<file path="src/rtl/decoder_pkg.sv">
// decoder_pkg: shared constants and types for the RV32I decode stage.
//  - Opcode encodings, funct3 values, widths of the one-hot output vectors.
//  - Bit positions of the one-hot opcode class, ALU op and exception vectors.
//  - opcode_class(): maps the 7-bit major opcode to the one-hot class vector.
package decoder_pkg;

    localparam int ALU_WIDTH       = 14;
    localparam int OPCODE_WIDTH    = 11;
    localparam int EXCEPTION_WIDTH = 4;

    localparam logic [6:0] OPCODE_RTYPE  = 7'b0110011;
    localparam logic [6:0] OPCODE_ITYPE  = 7'b0010011;
    localparam logic [6:0] OPCODE_LOAD   = 7'b0000011;
    localparam logic [6:0] OPCODE_STORE  = 7'b0100011;
    localparam logic [6:0] OPCODE_BRANCH = 7'b1100011;
    localparam logic [6:0] OPCODE_JAL    = 7'b1101111;
    localparam logic [6:0] OPCODE_JALR   = 7'b1100111;
    localparam logic [6:0] OPCODE_LUI    = 7'b0110111;
    localparam logic [6:0] OPCODE_AUIPC  = 7'b0010111;
    localparam logic [6:0] OPCODE_SYSTEM = 7'b1110011;
    localparam logic [6:0] OPCODE_FENCE  = 7'b0001111;

    // Arithmetic funct3 (shared by RTYPE and ITYPE)
    localparam logic [2:0] FUNCT3_ADD_SUB = 3'b000;
    localparam logic [2:0] FUNCT3_SLL     = 3'b001;
    localparam logic [2:0] FUNCT3_SLT     = 3'b010;
    localparam logic [2:0] FUNCT3_SLTU    = 3'b011;
    localparam logic [2:0] FUNCT3_XOR     = 3'b100;
    localparam logic [2:0] FUNCT3_SRL_SRA = 3'b101;
    localparam logic [2:0] FUNCT3_OR      = 3'b110;
    localparam logic [2:0] FUNCT3_AND     = 3'b111;

    // Branch funct3
    localparam logic [2:0] FUNCT3_BEQ  = 3'b000;
    localparam logic [2:0] FUNCT3_BNE  = 3'b001;
    localparam logic [2:0] FUNCT3_BLT  = 3'b100;
    localparam logic [2:0] FUNCT3_BGE  = 3'b101;
    localparam logic [2:0] FUNCT3_BLTU = 3'b110;
    localparam logic [2:0] FUNCT3_BGEU = 3'b111;

    typedef enum logic [3:0] {
        OPC_RTYPE  = 4'd0,
        OPC_ITYPE  = 4'd1,
        OPC_LOAD   = 4'd2,
        OPC_STORE  = 4'd3,
        OPC_BRANCH = 4'd4,
        OPC_JAL    = 4'd5,
        OPC_JALR   = 4'd6,
        OPC_LUI    = 4'd7,
        OPC_AUIPC  = 4'd8,
        OPC_SYSTEM = 4'd9,
        OPC_FENCE  = 4'd10
    } opc_idx_e;

    typedef enum logic [3:0] {
        ALU_ADD  = 4'd0,
        ALU_SUB  = 4'd1,
        ALU_SLT  = 4'd2,
        ALU_SLTU = 4'd3,
        ALU_XOR  = 4'd4,
        ALU_OR   = 4'd5,
        ALU_AND  = 4'd6,
        ALU_SLL  = 4'd7,
        ALU_SRL  = 4'd8,
        ALU_SRA  = 4'd9,
        ALU_EQ   = 4'd10,
        ALU_NEQ  = 4'd11,
        ALU_GE   = 4'd12,
        ALU_GEU  = 4'd13
    } alu_idx_e;

    typedef enum logic [1:0] {
        EXC_ILLEGAL = 2'd0,
        EXC_ECALL   = 2'd1,
        EXC_EBREAK  = 2'd2,
        EXC_MRET    = 2'd3
    } exc_idx_e;

    // All-zero result means the opcode is not one RV32I defines.
    function automatic logic [OPCODE_WIDTH-1:0] opcode_class(input logic [6:0] op);
        logic [OPCODE_WIDTH-1:0] oh;
        oh = '0;
        case (op)
            OPCODE_RTYPE:  oh[OPC_RTYPE]  = 1'b1;
            OPCODE_ITYPE:  oh[OPC_ITYPE]  = 1'b1;
            OPCODE_LOAD:   oh[OPC_LOAD]   = 1'b1;
            OPCODE_STORE:  oh[OPC_STORE]  = 1'b1;
            OPCODE_BRANCH: oh[OPC_BRANCH] = 1'b1;
            OPCODE_JAL:    oh[OPC_JAL]    = 1'b1;
            OPCODE_JALR:   oh[OPC_JALR]   = 1'b1;
            OPCODE_LUI:    oh[OPC_LUI]    = 1'b1;
            OPCODE_AUIPC:  oh[OPC_AUIPC]  = 1'b1;
            OPCODE_SYSTEM: oh[OPC_SYSTEM] = 1'b1;
            OPCODE_FENCE:  oh[OPC_FENCE]  = 1'b1;
            default:       oh = '0;
        endcase
        return oh;
    endfunction

endpackage

</file>
<file path="src/rtl/decoder_imm_gen.sv">
// decoder_imm_gen: combinational immediate generator.
//  instr in IWIDTH : raw instruction
//  imm   out DWIDTH: immediate for the instruction's format, sign-extended from bit 31
//                    (RTYPE and unknown opcodes give 0; SYSTEM/FENCE use the I layout)
module decoder_imm_gen
    import decoder_pkg::*;
#(
    parameter int DWIDTH = 32,
    parameter int IWIDTH = 32
) (
    input  logic [IWIDTH-1:0] instr,
    output logic [DWIDTH-1:0] imm
);

    logic [OPCODE_WIDTH-1:0] opc;
    logic [31:0]             imm32;

    assign opc = opcode_class(instr[6:0]);

    // NOTE: every variable written here gets a default first, so no path leaves it unassigned and no latch is inferred.
    always_comb begin
        imm32 = '0;
        if (opc[OPC_ITYPE] || opc[OPC_LOAD] || opc[OPC_JALR] || opc[OPC_SYSTEM] || opc[OPC_FENCE])
            imm32 = {{20{instr[31]}}, instr[31:20]};
        else if (opc[OPC_STORE])
            imm32 = {{20{instr[31]}}, instr[31:25], instr[11:7]};
        else if (opc[OPC_BRANCH])
            imm32 = {{19{instr[31]}}, instr[31], instr[7], instr[30:25], instr[11:8], 1'b0};
        else if (opc[OPC_JAL])
            imm32 = {{11{instr[31]}}, instr[31], instr[19:12], instr[20], instr[30:21], 1'b0};
        else if (opc[OPC_LUI] || opc[OPC_AUIPC])
            imm32 = {instr[31:12], 12'b0};
    end

    assign imm = DWIDTH'($signed(imm32));

endmodule

</file>
<file path="src/rtl/decoder.sv">
// decoder: RV32I instruction-decode pipeline stage (fetch -> execute).
//  d_clk / d_rst            : clock (rising edge), asynchronous active-high reset
//  d_i_instr, d_i_pc, d_i_ce: instruction, its PC, input valid
//  d_i_stall, d_i_flush     : hold stage / kill stage (passed through on d_o_stall / d_o_flush)
//  d_o_addr_*_p             : combinational register addresses for the regfile read
//  d_o_pc, d_o_addr_*, d_o_imm, d_o_funct3, d_o_alu (one-hot), d_o_opcode (one-hot),
//  d_o_exception, d_o_ce    : registered decode results, one cycle after capture
// Build option: DECODER_EXCEPTION_EN enables illegal/ECALL/EBREAK/MRET detection;
//  without it d_o_exception is constant 0.
module decoder
    import decoder_pkg::*;
#(
    parameter int DWIDTH   = 32,
    parameter int IWIDTH   = 32,
    parameter int AWIDTH   = 5,
    parameter int PC_WIDTH = 32
) (
    input  logic                       d_clk,
    input  logic                       d_rst,
    input  logic [IWIDTH-1:0]          d_i_instr,
    input  logic [PC_WIDTH-1:0]        d_i_pc,
    input  logic                       d_i_ce,
    input  logic                       d_i_stall,
    input  logic                       d_i_flush,
    output logic [PC_WIDTH-1:0]        d_o_pc,
    output logic [AWIDTH-1:0]          d_o_addr_rs1,
    output logic [AWIDTH-1:0]          d_o_addr_rs2,
    output logic [AWIDTH-1:0]          d_o_addr_rd,
    output logic [AWIDTH-1:0]          d_o_addr_rs1_p,
    output logic [AWIDTH-1:0]          d_o_addr_rs2_p,
    output logic [AWIDTH-1:0]          d_o_addr_rd_p,
    output logic [DWIDTH-1:0]          d_o_imm,
    output logic [2:0]                 d_o_funct3,
    output logic [ALU_WIDTH-1:0]       d_o_alu,
    output logic [OPCODE_WIDTH-1:0]    d_o_opcode,
    output logic [EXCEPTION_WIDTH-1:0] d_o_exception,
    output logic                       d_o_ce,
    output logic                       d_o_stall,
    output logic                       d_o_flush
);

    logic [OPCODE_WIDTH-1:0]    opc;
    logic [2:0]                 funct3;
    logic [DWIDTH-1:0]          imm;
    logic [ALU_WIDTH-1:0]       alu_dec;
    logic [EXCEPTION_WIDTH-1:0] exc;

    assign opc       = opcode_class(d_i_instr[6:0]);
    assign funct3    = d_i_instr[14:12];
    assign d_o_stall = d_i_stall;
    assign d_o_flush = d_i_flush;

    // Fields an instruction format does not carry read as x0.
    assign d_o_addr_rs1_p = (opc[OPC_LUI] || opc[OPC_AUIPC] || opc[OPC_JAL]) ? '0 : AWIDTH'(d_i_instr[19:15]);
    assign d_o_addr_rs2_p = (opc[OPC_RTYPE] || opc[OPC_STORE] || opc[OPC_BRANCH]) ? AWIDTH'(d_i_instr[24:20]) : '0;
    assign d_o_addr_rd_p  = (opc[OPC_STORE] || opc[OPC_BRANCH]) ? '0 : AWIDTH'(d_i_instr[11:7]);

    decoder_imm_gen #(
        .DWIDTH (DWIDTH),
        .IWIDTH (IWIDTH)
    ) u_imm_gen (
        .instr (d_i_instr),
        .imm   (imm)
    );

    // Bit 30 is funct7[5]: selects SUB/SRA in RTYPE and SRAI in ITYPE (ITYPE has no SUBI).
    always_comb begin
        alu_dec = '0;
        if (opc[OPC_RTYPE] || opc[OPC_ITYPE]) begin
            case (funct3)
                FUNCT3_ADD_SUB: begin
                    if (opc[OPC_RTYPE] && d_i_instr[30]) alu_dec[ALU_SUB] = 1'b1;
                    else                                 alu_dec[ALU_ADD] = 1'b1;
                end
                FUNCT3_SLL:  alu_dec[ALU_SLL]  = 1'b1;
                FUNCT3_SLT:  alu_dec[ALU_SLT]  = 1'b1;
                FUNCT3_SLTU: alu_dec[ALU_SLTU] = 1'b1;
                FUNCT3_XOR:  alu_dec[ALU_XOR]  = 1'b1;
                FUNCT3_SRL_SRA: begin
                    if (d_i_instr[30]) alu_dec[ALU_SRA] = 1'b1;
                    else               alu_dec[ALU_SRL] = 1'b1;
                end
                FUNCT3_OR:   alu_dec[ALU_OR]   = 1'b1;
                default:     alu_dec[ALU_AND]  = 1'b1;
            endcase
        end else if (opc[OPC_BRANCH]) begin
            case (funct3)
                FUNCT3_BEQ:  alu_dec[ALU_EQ]   = 1'b1;
                FUNCT3_BNE:  alu_dec[ALU_NEQ]  = 1'b1;
                FUNCT3_BLT:  alu_dec[ALU_SLT]  = 1'b1;
                FUNCT3_BGE:  alu_dec[ALU_GE]   = 1'b1;
                FUNCT3_BLTU: alu_dec[ALU_SLTU] = 1'b1;
                FUNCT3_BGEU: alu_dec[ALU_GEU]  = 1'b1;
                default:     alu_dec = '0;
            endcase
        end else if (opc[OPC_LOAD] || opc[OPC_STORE] || opc[OPC_JAL] || opc[OPC_JALR] ||
                     opc[OPC_LUI]  || opc[OPC_AUIPC]) begin
            alu_dec[ALU_ADD] = 1'b1;
        end
    end

`ifdef DECODER_EXCEPTION_EN
    logic [6:0] funct7;
    logic       illegal;

    assign funct7 = d_i_instr[31:25];

    always_comb begin
        illegal = (opc == '0);
        if (opc[OPC_LOAD])
            illegal = (funct3 == 3'b011) || (funct3 == 3'b110) || (funct3 == 3'b111);
        else if (opc[OPC_STORE])
            illegal = (funct3 > 3'b010);
        else if (opc[OPC_BRANCH])
            illegal = (funct3 == 3'b010) || (funct3 == 3'b011);
        else if (opc[OPC_JALR])
            illegal = (funct3 != 3'b000);
        else if (opc[OPC_RTYPE])
            // Only ADD/SUB and SRL/SRA accept the alternate funct7.
            illegal = !((funct7 == 7'b0000000) ||
                        ((funct7 == 7'b0100000) &&
                         ((funct3 == FUNCT3_ADD_SUB) || (funct3 == FUNCT3_SRL_SRA))));

        exc              = '0;
        exc[EXC_ILLEGAL] = illegal;
        exc[EXC_ECALL]   = (d_i_instr[31:0] == 32'h0000_0073);
        exc[EXC_EBREAK]  = (d_i_instr[31:0] == 32'h0010_0073);
        exc[EXC_MRET]    = (d_i_instr[31:0] == 32'h3020_0073);
    end
`else
    assign exc = '0;
`endif

    // Flush and a plain bubble only drop d_o_ce; the data registers keep the last decode.
    // NOTE: sequential state uses non-blocking assignments so every register samples pre-edge values.
    always_ff @(posedge d_clk or posedge d_rst) begin
        if (d_rst) begin
            d_o_ce        <= 1'b0;
            d_o_pc        <= '0;
            d_o_addr_rs1  <= '0;
            d_o_addr_rs2  <= '0;
            d_o_addr_rd   <= '0;
            d_o_imm       <= '0;
            d_o_funct3    <= '0;
            d_o_alu       <= '0;
            d_o_opcode    <= '0;
            d_o_exception <= '0;
        end else if (d_i_flush) begin
            d_o_ce <= 1'b0;
        end else if (d_i_stall) begin
            d_o_ce <= d_o_ce;
        end else if (d_i_ce) begin
            d_o_ce        <= 1'b1;
            d_o_pc        <= d_i_pc;
            d_o_addr_rs1  <= d_o_addr_rs1_p;
            d_o_addr_rs2  <= d_o_addr_rs2_p;
            d_o_addr_rd   <= d_o_addr_rd_p;
            d_o_imm       <= imm;
            d_o_funct3    <= funct3;
            d_o_alu       <= (exc != '0) ? '0 : alu_dec;
            d_o_opcode    <= opc;
            d_o_exception <= exc;
        end else begin
            d_o_ce <= 1'b0;
        end
    end

endmodule

</file>
<file path="config.mk">
export PLATFORM = sky130hd
export DESIGN_NAME = decoder
export DESIGN_NICKNAME = d
export VERILOG_FILES = /design/src/rtl/decoder_pkg.sv /design/src/rtl/decoder_imm_gen.sv /design/src/rtl/decoder.sv
export SDC_FILE = /design/constraint.sdc
export NUM_CORES = 1
export LEC_CHECK = 0
export ABC_AREA = 1
export BUFFER_PORTS_ARGS = -buffer_cell sky130_fd_sc_hd__buf_2
export CORE_MARGIN = 4
export CORE_UTILIZATION = 35
export CTS_CLUSTER_SIZE = 10
export DETAILED_ROUTE_END_ITERATION = 10
export GPL_TIMING_DRIVEN = 0
export HOLD_SLACK_MARGIN = 0.15
export SYNTH_ARGS = -nofsm -noshare
export SYNTH_HDL_FRONTEND = slang
export SYNTH_SLANG_ARGS = --single-unit
</file>
<file path="constraint.sdc">
create_clock -name d_clk -period 5.53 [get_ports d_clk]
set_input_delay 0.553 -clock d_clk [delete_from_list [all_inputs] [get_ports d_clk]]
set_output_delay 0.553 -clock d_clk [all_outputs]
set_load 0.005 [all_outputs]
</file>
==> results of run 1 <==
per-layer routing:
| metal | track usage [%] | vias up | part of all wire (%) |
|---|---|---|---|
| li1 | - | 2474 | - |
| met1 | 27.6 | 2235 | 48 |
| met2 | 27.2 | 158 | 45 |
| met3 | 3.69 | 10 | 6.8 |
| met4 | 5.87 | 0 | 1.1 |
| met5 | 0 | - | 0 |
power by group through the flow:
stage	registers [W]	clock network, W	logic (W)
finish	0.000892	0.000614	0.000270
global route	0.000901	0.000659	0.000305
CTS	0.000892	0.000632	0.000277
detailed placement	0.000906	0	0.000277
global placement	0.000907	0	0.000270
floorplan	0.000914	0	0.000120
final cells by class:
cell class,count,area (um^2)
Multi-Input combinational cell,480,2050
Inverter,41,156
Tap cell,180,225
Buffer,43,223
Clock inverter,7,51.3
Fill cell,1464,7470
Clock buffer,9,225
Antenna cell,1,2.50
Sequential cell,108,2700
Timing Repair Buffer,193,996
synth_stat cells (all sizes together):
cell type	number	share of area, %
nand2	312	23
dfrtp	108	53
nand3	57	6.1
nor2	55	4.6
inv	41	3.0
buf	28	3.3
o21ai	27	2.6
clkbuf	15	1.1
o31ai	5	0.73
nand4	4	0.49
nor3	4	0.39
a21oi	3	0.29
o21bai	3	0.51
a31oi	2	0.24
or2	2	0.24
conb	1	0.073
nand3b	1	0.15
o21a	1	0.15
worst max-delay path: cells and delay by family:
| family | cells | cell delay [ns] |
|---|---|---|
| and+or+nand+nor | 4 | 0.59 |
| buffers and inverters | 5 | 0.60 |
per-stage QoR:
stage / worst slack (ns) / hold slack [ns] / area (um^2)
after floorplan: 2.13 / 0.472 / 5130
after global placement: 0.661 / 0.458 / 6310
after detailed placement: 3.23 / 0.460 / 6350
after CTS: 3.22 / 0.190 / 6630
after global routing: 3.14 / 0.220 / 6630
final: 3.24 / 0.185 / 6630
cell usage in the layout (no fill, tap or decap):
master,count
buf_1,3
o21ai_0,27
inv_1,35
nand3b_1,1
nor2_4,1
o31ai_1,5
dfrtp_1,108
or2_2,1
nor3_1,4
clkbuf_16,9
a21oi_1,3
inv_2,5
clkinv_4,2
nor2_2,3
nand4_1,4
conb_1,4
nand3_2,3
or2_1,1
buf_12,2
diode_2,1
nand2_2,5
buf_4,12
o21bai_1,2
clkinv_2,2
o21a_1,1
nand3_1,53
nand3_4,1
a31oi_1,2
nor2_8,1
buf_2,204
nor2_1,50
clkbuf_1,15
clkinvlp_4,2
o21bai_2,1
inv_6,1
inv_4,1
nand2_1,307
cell families (layout without fill, tap and decap cells):
| family | count (synthesis) | in the layout |
|---|---|---|
| and+or+nand+nor | 435 | 435 |
| DFF | 108 | 108 |
| buffers and inverters | 84 | 293 |
| AOI/OAI and AO/OA | 41 | 41 |
| other | 1 | 5 |
state kept, by name, summed over array words and instances (netlist names), 3 cells and up:
name          flops
d_o_addr_rs1      5
d_o_funct3        3
d_o_addr_rs2      5
d_o_pc           32
d_o_alu          14
d_o_opcode       11
d_o_addr_rd       5
d_o_imm          32
final timing paths:
| check | slack (ns) | end | from | depth (start not counted) |
|---|---|---|---|---|
| max | 3.24 | d_o_addr_rs1_p[3] | d_i_instr[6] | 9 |
| min | 0.19 | d_o_pc[22] | d_rst | 2 |
| max reg2reg | 4.67 | d_o_alu[0] | d_o_alu[0] | 2 |
| min reg2reg | 0.48 | d_o_pc[23] | d_o_pc[23] | 2 |
| max in group asynchronous | 4.51 | d_o_imm[15] | d_rst | 4 |
| min in group d_clk | 0.39 | d_o_pc[23] | d_i_pc[23] | 3 |
==> results.ini, run 1 <==
[synthesis]
avgSynthCellArea_um2=7.65
synth-simple-area-share_pct=35.2
synth_top_family_by_area=simple AND/OR/NAND/NOR gates
yosysUniqueCellTypes=29
synth_compound_area_share_pct=4.57
seq_area_frac_synth_pct=52.8
yosysWarnings=0
synthXorXnorAreaFrac_pct=0
syn_area_um2=5120
synthAdderAreaFrac_pct=0
postSynthCellCount=669
ys_ff_latch=108
muxShareOfSynthArea_pct=0

[clock_tree]
holdBufCountCts=0
clkTransAtPathRegs_ns=0.08
cts_buffer_depth=2
cts_max_level=3
worstSkewPairLatency_ns=0.35
cts_root_buf=clkbuf_16
cts_resized=0
cts_setup_buffers=0
cts_tree=built
cts_buffers=9
clock-sinks=108

[drt]
viasPerCell=4.59
drt_iter0_drc=304
post_drt_wl_per_cell_um=14.9
drc=0
finalWirelength_um=15800
vias=4877
first_pass_iters=6
ant_nets=0

[floorplan]
start_util_pct=36.3
die_y_um=129
io_pins=198
num_rows=43
die_area_um2=16600
fp.dieW_um=129
core_area_um2=14100

[grt]
grt_overflow_total=0
grt_pass1_wl_um=24000
grt_max_degree=42
grt_pass1_vias=4395
antenna_found_initial=1
grt_usage_pct=18.6

[critical_path]
cp_slowest_cell=nor2_1
crit_top_cell=buf_2
end_kind=output pin
worst-path-max-fanout=10
crit_path_cell_trace=buf_2 > inv_2 > nand2_1 > inv_1 > buf_2 > nand2_1 > nand2_2 > nor2_1 > buf_2
crit_required_ns=4.98
worstSetupStartpointType=input port
path_class=in -> out
critPathMaxStageDelay_ns=0.26
worstPathArrival_ns=1.73

[placement]
post-dp-hpwl_um=12100
routabilityCongestion=0.812
io_buffer_count=191
dp.cells=1045

[finish]
postLayoutCoreUtil_pct=47.0
layout.nets=945
syn_to_final_growth_pct=29.6
drive_gt1_share_pct=29.1
final_cells=1062

[timing]
rsz0062_at_grt=no
tightest_slew_ns=0.611
period_minus_slack_ns=2.29
slew_headroom_pct=59.3
fin_skew_ns=0
tns_ns=0
drv_slew=0
setup_viol=0
fin_crit_sh_pct=41.4
fmax_mhz=437
hold_violations=0

[power_and_ir_drop]
seqPwrFrac_pct=50.2
clock_power_share_pct=34.6
powerDensity_nw_per_um2=268
leakage_nw=4.09
p_total_w=0.00178
p_sw_share_pct=27.8
p_sw_w=0.000494
ir_drop_uv=133
p_int_w=0.00128
power.share.combinational_pct=15.2

[status]
status=completed

[run]
maxCapViolCount=0

[min_path]
hold_class=in -> async

Power figures use the tool's default switching activity.
==> inputs of run 2 (changes only) <==
==> constraint.sdc (replaced) <==
create_clock -name d_clk -period 1.9 [get_ports d_clk]
set_input_delay 0.19 -clock d_clk [delete_from_list [all_inputs] [get_ports d_clk]]
set_output_delay 0.19 -clock d_clk [all_outputs]
set_load 0.005 [all_outputs]
==> run 2 against run 1 <==
Sequential power grew to 2.9 times the previous value. Worst setup slack worse by 3.0 ns. Clock skew stayed put. Critical path type is now in -> reg.
==> results.ini, run 2 (synthesis results as in run 1) <==
[power_and_ir_drop]
leakage_nw=4.28  ; +4.7%
ir_drop_uv=525  ; +290%
powerDensity_nw_per_um2=761  ; +180%

[clock_tree]
cts_buffers=9  ; unchanged
clkTransAtPathRegs_ns=0.07  ; about the same
cts_tree=built
cts_root_buf=clkbuf_16
worstSkewPairLatency_ns=0.34  ; about the same
cts_max_level=3  ; unchanged
clock-sinks=108  ; unchanged
cts_buffer_depth=2  ; unchanged

[placement]
post-dp-hpwl_um=12300  ; +1.1%
io_buffer_count=191  ; unchanged
routabilityCongestion=0.809  ; -0.41%

[timing]
tightest_slew_ns=0.593  ; -0.0176 ns
setup_viol=0  ; unchanged
tns_ns=0  ; unchanged
rsz0062_at_grt=no
slew_headroom_pct=60.5  ; +1.2 points
period_minus_slack_ns=1.69
fmax_mhz=592
fin_crit_sh_pct=88.9
fin_skew_ns=0  ; unchanged
drv_slew=0  ; unchanged
hold_violations=0  ; unchanged
hold-worst-slack_ns=0.175  ; -0.00982 ns

[finish]
drive_gt1_share_pct=27.8  ; -1.2 points
top_regs=d_o_imm x32, d_o_pc x32, d_o_alu x14
antennaDiodeCount=0  ; -1
final_cell_mix=nand2_1, buf_2, dfrtp_1
syn_to_final_growth_pct=38.5
postLayoutCoreUtil_pct=50.3  ; +3.2 points
final_common_cell=nand2_1
layout.nets=987  ; +4.4%

[grt]
grt_usage_pct=20.0  ; +1.5 points
grt_max_degree=38  ; -9.5%
grt_pass1_wl_um=26200  ; +9.2%
grt_overflow_total=0  ; unchanged
grt_pass1_vias=4936  ; +12%
antenna_found_initial=2  ; +1

[critical_path]
crit_top_cell=nand2_1
worstSetupStartpointType=input port
worst-path-max-fanout=10  ; unchanged
setup.worst_path.start=d_i_stall
r2r-start=d_o_ce
cp_slowest_cell=dlygate4sd3_1
crit_path_cell_trace=dlygate4sd3_1 > buf_2 > nor2_1 > nand2_1 > buf_2 > buf_4 > clkbuf_1 > nand2_1 > nand2_1
worstPathArrival_ns=1.98  ; +0.25 ns
critPathMaxStageDelay_ns=0.52  ; +0.26 ns
crit_required_ns=2.19  ; -2.79 ns
end_kind=flop
path_class=in -> reg

[drt]
drt_iter0_drc=309  ; +1.6%
post_drt_wl_per_cell_um=15.0  ; +0.98%
first_pass_iters=7  ; +1
finalWirelength_um=16500  ; +4.9%
drc=0  ; unchanged
viasPerCell=4.61  ; +0.43%
vias=5087  ; +4.3%
ant_nets=0  ; unchanged

[status]
status=completed

[floorplan]
die_area_um2=16600  ; unchanged
fp.dieW_um=129  ; unchanged
io_pins=198  ; unchanged
core_area_um2=14100  ; unchanged
die_y_um=129  ; unchanged
num_rows=43  ; unchanged
start_util_pct=36.3  ; unchanged

[min_path]
hp-start=d_i_instr[9]
hold_class=in -> reg

[run]
maxCapViolCount=0  ; unchanged

[run 2: cell count changes in the layout (fill, tap and decap cells not counted)]
cell / change
inv_4: -1
clkbuf_2: +1
bufinv_16: +1
clkinv_2: -1
diode_2: -1
clkbuf_8: +1
buf_12: +1
dlygate4sd3_1: +41
clkinv_4: -1
[run 2: final timing paths]
check                                  end  slack (ns)  cells after the start
hold reg to reg                 d_o_pc[25]        0.47                      2
max in group asynchronous  d_o_addr_rs2[0]        0.74                      5
setup / recovery                d_o_imm[8]        0.21                      9
hold / removal              d_o_addr_rd[2]        0.18                      3
min in group asynchronous    d_o_funct3[1]        0.44                      3
setup reg to reg                    d_o_ce        0.69                      3
[run 2: cell type report]
| cell class | instances | area, um^2 |
|---|---|---|
| fillers | 1451 | 7010 |
| flip-flops and latches | 108 | 2700 |
| multi-input cells | 480 | 2050 |
| repair buffers | 235 | 1430 |
| clock buffers | 11 | 243 |
| well taps | 180 | 225 |
| plain buffers | 43 | 224 |
| inverters | 41 | 158 |
| clock inverters | 5 | 60.1 |
[run 2: report_power, final]
part | total (W) | switching, W | internal, W
Clock | 0.00193 | 0.000867 | 0.00107
Combinational | 0.000859 | 0.000462 | 0.000398
Sequential | 0.00260 | 0.000103 | 0.00250
Total | 0.00539 | 0.00143 | 0.00396
[run 2: timing repair]
| item | in CTS | in global routing |
|---|---|---|
| endpoints found under the hold margin | 61 | 0 |
| setup endpoints to repair | 0 | 1 |
| buffers inserted | 0 | 0 |
| resized for setup | 0 | 2 |
| hold buffers | 41 | 0 |
[run 2: routing by layer]
layer | track usage [%] | vias to the layer above | part of all wire (%)
li1 | - | 2565 | -
met5 | 0 | - | 0.13
met4 | 5.99 | 4 | 1.5
met3 | 3.86 | 22 | 6.0
met2 | 32.0 | 152 | 46
met1 | 27.7 | 2344 | 46
[run 2: through the flow]
step	instance area, um^2	setup slack [ns]	instances	power [W]
6_report	7090	0.210	1103	0.00539
3_5_place_dp	6370	0.335	1046	0.00345
3_3_place_gp	6310	-0.393	1043	0.00342
2_1_floorplan	5130	0.408	672	0.00301
4_1_cts	7090	0.174	1103	0.00546
5_1_grt	7090	0.0241	1103	0.00566
[run 2: critical path, delay by kind of cell]
family	cells	cell delay, ns
buffers and inverters	5	1.48
and+or+nand+nor	4	0.30
==> inputs of run 3 (changes only) <==
--- a/config.mk
+++ b/config.mk
@@ -13,6 +13,7 @@
 export DETAILED_ROUTE_END_ITERATION = 10
 export GPL_TIMING_DRIVEN = 0
 export HOLD_SLACK_MARGIN = 0.15
+export RECOVER_POWER = 50
 export SYNTH_ARGS = -nofsm -noshare
 export SYNTH_HDL_FRONTEND = slang
 export SYNTH_SLANG_ARGS = --single-unit
==> constraint.sdc (replaced) <==
create_clock -name d_clk -period 1.78 [get_ports d_clk]
set_input_delay 0.178 -clock d_clk [delete_from_list [all_inputs] [get_ports d_clk]]
set_output_delay 0.178 -clock d_clk [all_outputs]
set_load 0.005 [all_outputs]
==> run 3 against run 2 <==
Utilization shrank 0.57 points. Critical path depth is 1 lower. Register-to-register slack got worse by 0.12 ns. Die area unchanged. Global-route usage unchanged. Non-clock buffer count stayed put. Critical endpoint is now d_o_alu[6]. Final area shrank 1.1%. Clock skew is the same.
==> results.ini, run 3 (synthesis results as in run 1) <==
[drt]
drc=0  ; unchanged
first_pass_iters=7  ; unchanged
drt_iter0_drc=331  ; +7.1%
vias=5102  ; +0.29%
finalWirelength_um=16500  ; about the same
post_drt_wl_per_cell_um=15.0  ; -0.11%
ant_nets=0  ; unchanged
viasPerCell=4.62  ; +0.20%

[clock_tree]
cts_buffer_depth=2  ; unchanged
cts_root_buf=clkbuf_16
cts_setup_buffers=0  ; unchanged
cts_buffers=9  ; unchanged
cts_tree=built
worstSkewPairLatency_ns=0.34  ; about the same
clkTransAtPathRegs_ns=0.08  ; about the same
clock-sinks=108  ; unchanged
cts_max_level=3  ; unchanged

[finish]
final_common_cell=nand2_1
final_cell_mix=nand2_1, buf_2, dfrtp_1
syn_to_final_growth_pct=37.0
layout.nets=987  ; unchanged
top_regs=d_o_imm x32, d_o_pc x32, d_o_alu x14
postLayoutCoreUtil_pct=49.7  ; -0.57 points
drive_gt1_share_pct=20.7  ; -7.2 points
fillers=1489  ; +2.6%

[power_and_ir_drop]
ir_drop_uv=559  ; +6.6%
powerDensity_nw_per_um2=817  ; +7.3%
leakage_nw=4.02  ; -6.1%

[critical_path]
end_kind=flop
cp.buffers_inverters=4  ; -1
cp_top_family=buffers and inverters
crit_top_cell=nand2_1
path_class=in -> reg
critPathMaxStageDelay_ns=0.53  ; about the same
worstSetupStartpointType=input port
crit_path_cell_trace=dlygate4sd3_1 > buf_2 > nor2_1 > nand2_1 > inv_2 > clkbuf_4 > nand2_1 > o31ai_1
cp_slowest_cell=dlygate4sd3_1
worst-path-max-fanout=10  ; unchanged
crit_required_ns=2.03  ; -0.16 ns
worstPathArrival_ns=1.84  ; -0.14 ns

[placement]
io_buffer_count=191  ; unchanged
post-dp-hpwl_um=12300  ; unchanged
routabilityCongestion=0.809  ; unchanged

[timing]
rsz0062_at_grt=no
fmax_mhz=626
drv_slew=0  ; unchanged
fin_skew_ns=0  ; unchanged
fin_crit_sh_pct=89.7
setup_viol=0  ; unchanged
hold-worst-slack_ns=0.161  ; -0.0142 ns
hold_violations=0  ; unchanged
slew_headroom_pct=22.7  ; -38 points
period_minus_slack_ns=1.60
tightest_slew_ns=1.15  ; +0.560 ns

[floorplan]
io_pins=198  ; unchanged
num_rows=43  ; unchanged
die_y_um=129  ; unchanged
die_area_um2=16600  ; unchanged
fp.dieW_um=129  ; unchanged
core_area_um2=14100  ; unchanged
start_util_pct=36.3  ; unchanged

[run]
maxCapViolCount=0  ; unchanged

[grt]
grt_overflow_total=0  ; unchanged
antenna_found_initial=2  ; unchanged
grt_pass1_vias=4936  ; unchanged
grt_usage_pct=20.0  ; unchanged
grt_pass1_wl_um=26200  ; unchanged
grt_max_degree=38  ; unchanged

[min_path]
hold_class=in -> reg

[status]
status=completed

## run 3: worst register-to-register path, stage by stage (launching register included)
cell and delay, ns:
dfrtp_1 0.38, nand3b_1 0.09, dlygate4sd3_1 0.56, nand2_1 0.05
## run 3: layout make-up
class                           instances  area (um^2)  area share, %
Tap cell                              180          225           3.21
Sequential cell                       108         2700           38.6
Clock buffer                           11          243           3.46
Inverter                               41          155           2.21
Buffer                                 43          230           3.29
Multi-Input combinational cell        480         2050           29.2
Timing Repair Buffer                  235         1340           19.1
Clock inverter                          5         60.1          0.857
Antenna cell                            1         2.50         0.0357
## run 3: layer usage
metal | GRT usage, % | up-vias | wire [um]
met5 | 0 | - | 21
met4 | 5.99 | 4 | 190
met3 | 3.86 | 18 | 1070
met2 | 32.0 | 163 | 7710
met1 | 27.7 | 2358 | 7540
li1 | - | 2559 | -
## run 3: report_power, final
part,switching [W],internal [W],leakage [nW]
clock,0.000920,0.00114,0.146
combinational,0.000492,0.000392,2.44
sequential,0.000115,0.00267,1.43
total,0.00153,0.00419,4.02
## run 3: repair_timing
action | in CTS | in global routing
gates resized for setup | 0 | 8
hold buffers | 41 | 0
setup endpoints to repair | 0 | 24
endpoints found under the hold margin | 61 | 0
## run 3: path summary, 6_finish.rpt
path | end | slack, ns | start | depth (start not counted)
worst max register to register | d_o_ce | 0.57 | d_o_ce | 3
worst min register to register | d_o_pc[12] | 0.48 | d_o_pc[12] | 2
min in group asynchronous | d_o_funct3[1] | 0.60 | d_rst | 3
worst min-delay path | d_o_addr_rd[2] | 0.16 | d_i_instr[9] | 3
max in group asynchronous | d_o_addr_rs2[0] | 0.32 | d_rst | 5
worst max-delay path | d_o_alu[6] | 0.18 | d_i_stall | 8
## run 3: per-stage QoR
step	cell area (um^2)	instances	total power [W]	TNS, ns	setup WS, ns
after floorplan	5130	672	0.00321	0	0.300
after global placement	6310	1043	0.00365	-53.26	-0.501
after detailed placement	6370	1046	0.00368	0	0.239
after CTS	7090	1103	0.00583	0	0.0661
after global routing	7000	1103	0.00601	0	0.0305
final	7010	1104	0.00572	0	0.184
